<file path="config.mk">
export PLATFORM = sky130hd
export DESIGN_NAME = alu_arbiter
export DESIGN_NICKNAME = d
export VERILOG_FILES = /design/src/rtl/alu_arbiter.sv
export SDC_FILE = /design/constraint.sdc
export NUM_CORES = 1
export LEC_CHECK = 0
export ABC_AREA = 1
export BUFFER_PORTS_ARGS = -buffer_cell sky130_fd_sc_hd__buf_2
export CAP_MARGIN = 15
export CELL_PAD_IN_SITES_DETAIL_PLACEMENT = 1
export CELL_PAD_IN_SITES_GLOBAL_PLACEMENT = 1
export CORE_ASPECT_RATIO = 0.9
export CORE_MARGIN = 1
export CORE_UTILIZATION = 34
export CTS_CLUSTER_SIZE = 40
export DETAILED_ROUTE_END_ITERATION = 16
export GPL_TIMING_DRIVEN = 1
export PLACE_DENSITY = 0.79
export SLEW_MARGIN = 10
export SYNTH_ARGS = -nofsm -noshare
export SYNTH_HDL_FRONTEND = slang
export SYNTH_SLANG_ARGS = --single-unit
export TNS_END_PERCENT = 10
</file>
<file path="constraint.sdc">
create_clock -name clk -period 3.22 [get_ports clk]
set_input_delay 0.161 -clock clk [delete_from_list [all_inputs] [get_ports clk]]
set_output_delay 0.161 -clock clk [all_outputs]
set_load 0.01 [all_outputs]
</file>
<file path="src/rtl/alu_arbiter.sv">
// alu_arbiter: round-robin sharing of one combinational ALU between two requesters,
// with a registered single-entry result slot that can drain and refill in the same cycle.
module alu_arbiter #(
  parameter int WIDTH = 16
) (
  input  logic             clk,
  input  logic             rst_n,
  input  logic             req0_valid,
  output logic             req0_ready,
  input  logic [WIDTH-1:0] req0_a,
  input  logic [WIDTH-1:0] req0_b,
  input  logic [2:0]       req0_op,
  input  logic             req1_valid,
  output logic             req1_ready,
  input  logic [WIDTH-1:0] req1_a,
  input  logic [WIDTH-1:0] req1_b,
  input  logic [2:0]       req1_op,
  output logic             rsp_valid,
  input  logic             rsp_ready,
  output logic             rsp_id,
  output logic [WIDTH-1:0] rsp_result,
  output logic             rsp_zero
);
  typedef enum logic {EMPTY, FULL} state_t;
  state_t           state_q, state_d;
  logic             last_grant_q, last_grant_d, rsp_id_q, rsp_id_d, rsp_zero_q, rsp_zero_d;
  logic [WIDTH-1:0] rsp_result_q, rsp_result_d, a, b, alu;
  logic [2:0]       op;
  logic             sel, slot_free, accept;
  // When both are valid the requester that did not win last time goes next.
  always_comb begin
    sel = (req0_valid && req1_valid) ? !last_grant_q : req1_valid;
    slot_free = state_q == EMPTY || rsp_ready;
    accept = slot_free && (req0_valid || req1_valid);
    a = sel ? req1_a : req0_a;
    b = sel ? req1_b : req0_b;
    op = sel ? req1_op : req0_op;
    alu = op == 3'b001 ? a - b :
          op == 3'b010 ? a & b :
          op == 3'b011 ? a | b :
          op == 3'b101 ? {{(WIDTH-1){1'b0}}, a < b} : a + b;
  end
  always_ff @(posedge clk or negedge rst_n) begin
    if (!rst_n) begin
      state_q <= EMPTY;
      last_grant_q <= 1'b1;
      rsp_id_q <= 1'b0;
      rsp_zero_q <= 1'b0;
      rsp_result_q <= '0;
    end else begin
      state_q <= state_d;
      last_grant_q <= last_grant_d;
      rsp_id_q <= rsp_id_d;
      rsp_zero_q <= rsp_zero_d;
      rsp_result_q <= rsp_result_d;
    end
  end
  always_comb begin
    state_d = accept ? FULL : rsp_ready ? EMPTY : state_q;
    last_grant_d = accept ? sel : last_grant_q;
    rsp_id_d = accept ? sel : rsp_id_q;
    rsp_result_d = accept ? alu : rsp_result_q;
    rsp_zero_d = accept ? alu == '0 : rsp_zero_q;
  end
  always_comb begin
    req0_ready = slot_free && req0_valid && !sel;
    req1_ready = slot_free && req1_valid && sel;
    rsp_valid = state_q == FULL;
    rsp_id = rsp_id_q;
    rsp_result = rsp_result_q;
    rsp_zero = rsp_zero_q;
  end
endmodule

</file>
==> After elaboration in Yosys (flattened, before gate mapping) <==
Cells that the tools add are included.
{ "op_classes": {"multipliers": 0, "n_addsub": 2, "n_lt_le_gt_ge": 1, "eq_ne": 4, "reduce_logical": 12, "n_shift": 0, "mux": 10, "n_bitwise": 3, "div_mod_pow": 0} }
{ "ops": {"columns": ["cell", "count"], "rows": [
  ["$mux W16", 6],
  ["$add A16 B16 Y16", 1],
  ["$and A16 B16 Y16", 1],
  ["$logic_not A16 Y1", 1],
  ["$lt A16 B16 Y1", 1],
  ["$or A16 B16 Y16", 1],
  ["$sub A16 B16 Y16", 1],
  ["$eq A3 B2 Y1 const B", 2],
  ["$logic_and A1 B1 Y1", 6],
  ["$eq A3 B1 Y1 const B", 1],
  ["$eq A3 B3 Y1 const B", 1],
  ["$mux W1", 3],
  ["$mux W3", 1],
  ["$logic_not A1 Y1", 2],
  ["$logic_or A1 B1 Y1", 2],
  ["$reduce_bool A2 Y1", 1],
  ["$not A1 Y1", 1]
]} }
{ "word_totals": {"rom_bits": 0, "elab_cells": 37, "n_memories": 0, "output_inout_bits": 21, "latch_bits": 0, "register_bits": 20, "mem_bits_rw": 0, "input_bits": 75} }

==> Logic depth before layout (Yosys ltp) <==
{ "logic_depth": {"depth_word": 9, "ltp_mapped": 29, "ltp_nobuf": 26} }

==> Worst setup path before layout <==
OpenSTA, ideal clock, no wires.
{ "synth_path": {"kind": "flip-flop to flip-flop", "from": "register last_grant_q", "to": "register rsp_result_q[13], in the netlist rsp_result[13]", "t_required_ns": 3.081, "stages_incl_launch_ff": 24, "arrival_time_ns": 3.037, "setup_ns": 0.139, "period_less_slack_ns": 3.176, "path_slack_ns": 0.044, "path_buffers": 3, "cell_sequence": "dfstp_2 > nand2_2 > nand2_4 > buf_6 > inv_1 > clkbuf_1 > or2_2 > o21ai_0 > inv_1 > ha_1 > buf_2 > a21oi_1 > a21boi_1 > nand2_2 > nand2_1 > nand2_1 > a21boi_0 > nand2_1 > nand2_1 > nor2_1 > o21ai_0 > nand2_1 > inv_1 > o21ai_1"} }
{ "synth_via": {"elab_chain_cells": 8, "elab_cells_between_ends": 17, "classes_between": "2 x add/sub; 4 x eq/ne; 8 x mux; 2 x bitwise; 1 x reduce/logical"} }
{ "synth_rtl": {"columns": ["item", "line", "source"], "rows": [
  ["start, declared", "26", "logic last_grant_q, last_grant_d, rsp_id_q, rsp_id_d, rsp_zero_q, rsp_zero_d;"],
  ["start signal, assigned", "52", "last_grant_q <= last_grant_d;"],
  ["$logic_not A1 Y1 *", "32", "sel = (req0_valid && req1_valid) ? !last_grant_q : req1_valid;"],
  ["$mux W1 *", "32", null],
  ["$mux W16, or another cell as far along", "35", "a = sel ? req1_a : req0_a;"],
  ["$add A16 B16 Y16 or $eq A3 B3 Y1 (tied branches)", "41", "op == 3'b101 ? {{(WIDTH-1){1'b0}}, a < b} : a + b;"],
  ["$mux W16", "41", null],
  ["$mux W16", "40", "op == 3'b011 ? a | b :"],
  ["$mux W16", "39", "op == 3'b010 ? a & b :"],
  ["$mux W16 *", "38", "alu = op == 3'b001 ? a - b :"],
  ["end signal, assigned", "55", "rsp_result_q <= rsp_result_d;"],
  ["end, declared", "27", "logic [WIDTH-1:0] rsp_result_q, rsp_result_d, a, b, alu;"]
]} }
Mark *: on every way between the ends. The rest lies on a longest branch, timed or not.
A chain may end at the register's enable or synchronous reset.

==> Worst setup path in the final report <==
{ "layout_path": {"from": "register last_grant_q", "to": "register rsp_zero_q, in the netlist rsp_zero"} }
{ "layout_via": {"elab_chain_cells": 9, "elab_cells_between_ends": 19, "classes_between": "2 x add/sub; 1 x order compare; 4 x eq/ne; 8 x mux; 2 x bitwise; 2 x reduce/logical"} }
{ "layout_rtl": {"columns": ["item", "line", "source"], "rows": [
  ["$logic_not A1 Y1 *", "32", null],
  ["$mux W1 *", "32", null],
  ["$mux W16, or another cell as far along", "35", null],
  ["$add A16 B16 Y16, or another cell as far along", "41", null],
  ["$mux W16", "41", null],
  ["$mux W16", "40", null],
  ["$mux W16", "39", null],
  ["$mux W16 *", "38", null],
  ["$logic_not A16 Y1 *", "63", "rsp_zero_d = accept ? alu == '0 : rsp_zero_q;"],
  ["end signal, assigned", "54", "rsp_zero_q <= rsp_zero_d;"],
  ["end, declared", "26", null]
]} }
Marked as above.

==> impl_metrics.yaml <==
critical_path:
  worstPathArrival_ns: 3.69
  startpoint_type: "flop"
  startpoint: "last_grant_q"
  r2r_slack_ns: -0.27
  rr_worst_depth: 24
  reg2reg_to: "rsp_zero"
  required_ns: 3.41
  worstSetupPathType: "reg2reg"
  r2r_start: "last_grant_q"
  critPathMaxFanout: 6
  end_kind: "flop"
timing:
  setup_viol: 11
  slew_headroom_pct: 52.8
  worst_pin_slew_ns: 0.703
  fin_crit_sh_pct: 108
  drv_slew: 0
  setup_ws_ns: -0.274
  hold_violations: 0
  period_minus_slack_ns: 3.49
  fin_skew_ns: 0.00170
  holdWs_ns: 0.219
  fmax_ghz: 0.286
  grt_setup_unrepaired: "true"
drt:
  first_pass_iters: 5
  drt_iter0_markers: 491
  routed-via-count: 6338
  avgViaCountPerCell: 5.68
  drt_wl_total_um: 25100
  wire_per_inst_um: 22.5
  drc: 0
  antenna_left: 0
global_route:
  grt_pass1_wl_um: 32000
  grt_max_degree: 35
  track_usage_pct: 32.3
  grt_overflow: 0
  antenna_found_initial: 0
  grt_pass1_vias: 6298
synthesis:
  syn_area_mm2: 0.00411
  yosysTopAreaCell: "nand2_1"
  synth-seq-cells: 20
  ys_warn_count: 0
  seq_area_frac_synth_pct: 12.2
  netlist_instances: 713
  synth_area_per_cell_um2: 5.77
  ys_top_cells_by_area: "nand2_1 (15%), ha_1 (15%), dfrtp_1 (12%)"
  synthesis.nets: 840
  synth_cell_type_count: 40
  yosysTopAreaCellShare_pct: 15.2
min_path:
  min_from: "rsp_ready"
  hold_depth: 4
  min_delay_worst_endpoint: "rsp_valid"
  worstHoldPathType: "in2reg"
clock_tree:
  clkLatencyLatePin_ns: 0.25
  cts_buffers: 3
  clk_pin_slew_ns: 0.06
  cts_tree: "yes"
  clock-sinks: 20
  root_buffer: "clkbuf_16"
  cts_max_level: 1
  clock_path_buffers: 2
outcome:
  outcome: "complete, but fails checks"
  failed_checks: "setup timing"
power:
  clkPwrFrac_pct: 7.5
  power_density_mw_per_mm2: 484
  ir_worst_vdd_mv: 0.195
  switchingPower_uw: 1810
  share_comb_of_total_power_pct: 81.7
  leakagePower_uw: 0.00375
  power_frac_seq_pct: 10.8
  switching_share_pct: 52.2
  intPower_uw: 1650
cells_and_area:
  drive_gt1_share_pct: 51.9
  utilization_pct: 61.4
  seq_area_um2: 502
  nNetsFinal: 1088
  area.growth.synth_to_final_pct: 73.6
  layout_common_cells: "buf_4 (151), nand2_1 (114), inv_1 (98)"
  final_common_cell: "buf_4"
  multi_input_area_mm2: 0.00406
  fillers: 1496
  antennaDiodeCount: 0
die:
  rows: 37
  ios: 96
  fp.dieW_um: 118
  core_area_mm2: 0.0116
  die_h_um: 106
  die_area_mm2: 0.0125
  initial_utilization_pct: 35.4
flow_run:
  maxCapViolations: 0
placed_design:
  port_buffers: 95
  hpwl_um: 15000
  gp_congestion: 0.986
==> cell type report <==
cell class | instances | share of cell area (%)
sequential | 20 | 7.03
timing repair buffer | 263 | 25.4
inverter | 126 | 6.82
tap | 156 | 2.73
clock buffer | 4 | 1.10
multi-input combinational | 547 | 56.9
==> worst max-delay path, stage by stage (launching register included) <==
cell and delay [ns]:
dfstp_2 0.56, nand2_4 0.06, nand2_4 0.10, clkinvlp_4 0.22, or2_4 0.30, o21ai_4 0.07
inv_2 0.07, ha_4 0.37, buf_6 0.13, nand2_4 0.07, nor2_4 0.13, nand3_4 0.13
nand2_4 0.11, nand2_4 0.05, nand2_2 0.08, nand2_1 0.07, nand3_1 0.12, nand2_1 0.12
nand2_2 0.13, nand2_1 0.08, nor2_2 0.12, nand3_2 0.09, nor2_2 0.09, nand3_1 0.08
nand2_1 0.07
==> flip-flops by register name, indices dropped and copies added (netlist names) <==
register / count
rsp_result: 16
last_grant_q: 1
rsp_id: 1
rsp_valid: 1
rsp_zero: 1
==> stage by stage <==
step,setup slack (ns),area (um^2),TNS [ns],cells,power [uW]
2_1_floorplan,0.0443,4110,0,713,1320
3_3_place_gp,-0.189,5580,-0.393,1067,2120
3_5_place_dp,-0.369,5580,-1.77,1067,2200
4_1_cts,-0.00184,6440,-0.00184,1099,2820
5_1_grt,-0.374,7140,-2.34,1116,3590
6_report,-0.274,7140,-1.48,1116,3460
==> layer usage <==
layer | GRT usage, % | share of wire [%] | vias up | wire, um
li1 | - | - | 2747 | -
met1 | 38.0 | 38 | 3040 | 9650
met2 | 61.8 | 48 | 402 | 12000
met3 | 2.31 | 6.9 | 149 | 1740
met4 | 10.3 | 6.6 | 0 | 1670
met5 | 0 | 0 | - | 0
==> worst max path at each step <==
stage                     end
3_5_place_dp         rsp_zero
6_report             rsp_zero
3_3_place_gp         rsp_zero
5_1_grt              rsp_zero
2_1_floorplan  rsp_result[13]
4_1_cts              rsp_zero
==> repair_timing <==
| action | in CTS | in global routing |
|---|---|---|
| hold endpoints to repair | 19 | 0 |
| hold buffers | 1 | 0 |
| setup buffers | 29 | 17 |
| pin swaps | 69 | 80 |
| endpoints found under the setup margin | 10 | 13 |
| resized for setup | 168 | 146 |
==> kinds of logic (layout without fill, tap and decap cells) <==
kind of cell | Yosys count | after routing | synth area share [%]
adders and majority gates | 52 | 52 | 16.2
DFF | 20 | 20 | 12.2
buffers and inverters | 146 | 393 | 14.7
xor gates and xnor gates | 4 | 4 | 0.852
AOI/OAI and AO/OA | 126 | 126 | 16.2
and+or+nand+nor | 365 | 365 | 39.8
==> synth_stat cells, drive strengths merged <==
master / count
a21boi: 3
dfstp: 1
a211oi: 1
nor2: 91
fa: 2
ha: 50
clkinv: 1
inv: 125
xor2: 4
o21ai: 62
nand2: 184
nor3: 4
nand3: 63
buf: 11
o21bai: 1
o21a: 2
a31oi: 8
nand4: 5
clkbuf: 9
or2: 12
o211ai: 2
a21oi: 47
nand3b: 6
dfrtp: 19
==> power groups by stage <==
stage	clock [uW]	combinational [uW]	sequential (uW)
floorplan	0	913	409
CTS	258	2190	371
detailed placement	0	1830	375
global placement	0	1750	368
global route	269	2940	383
finish	260	2830	373
Power figures use the tool's default switching activity.
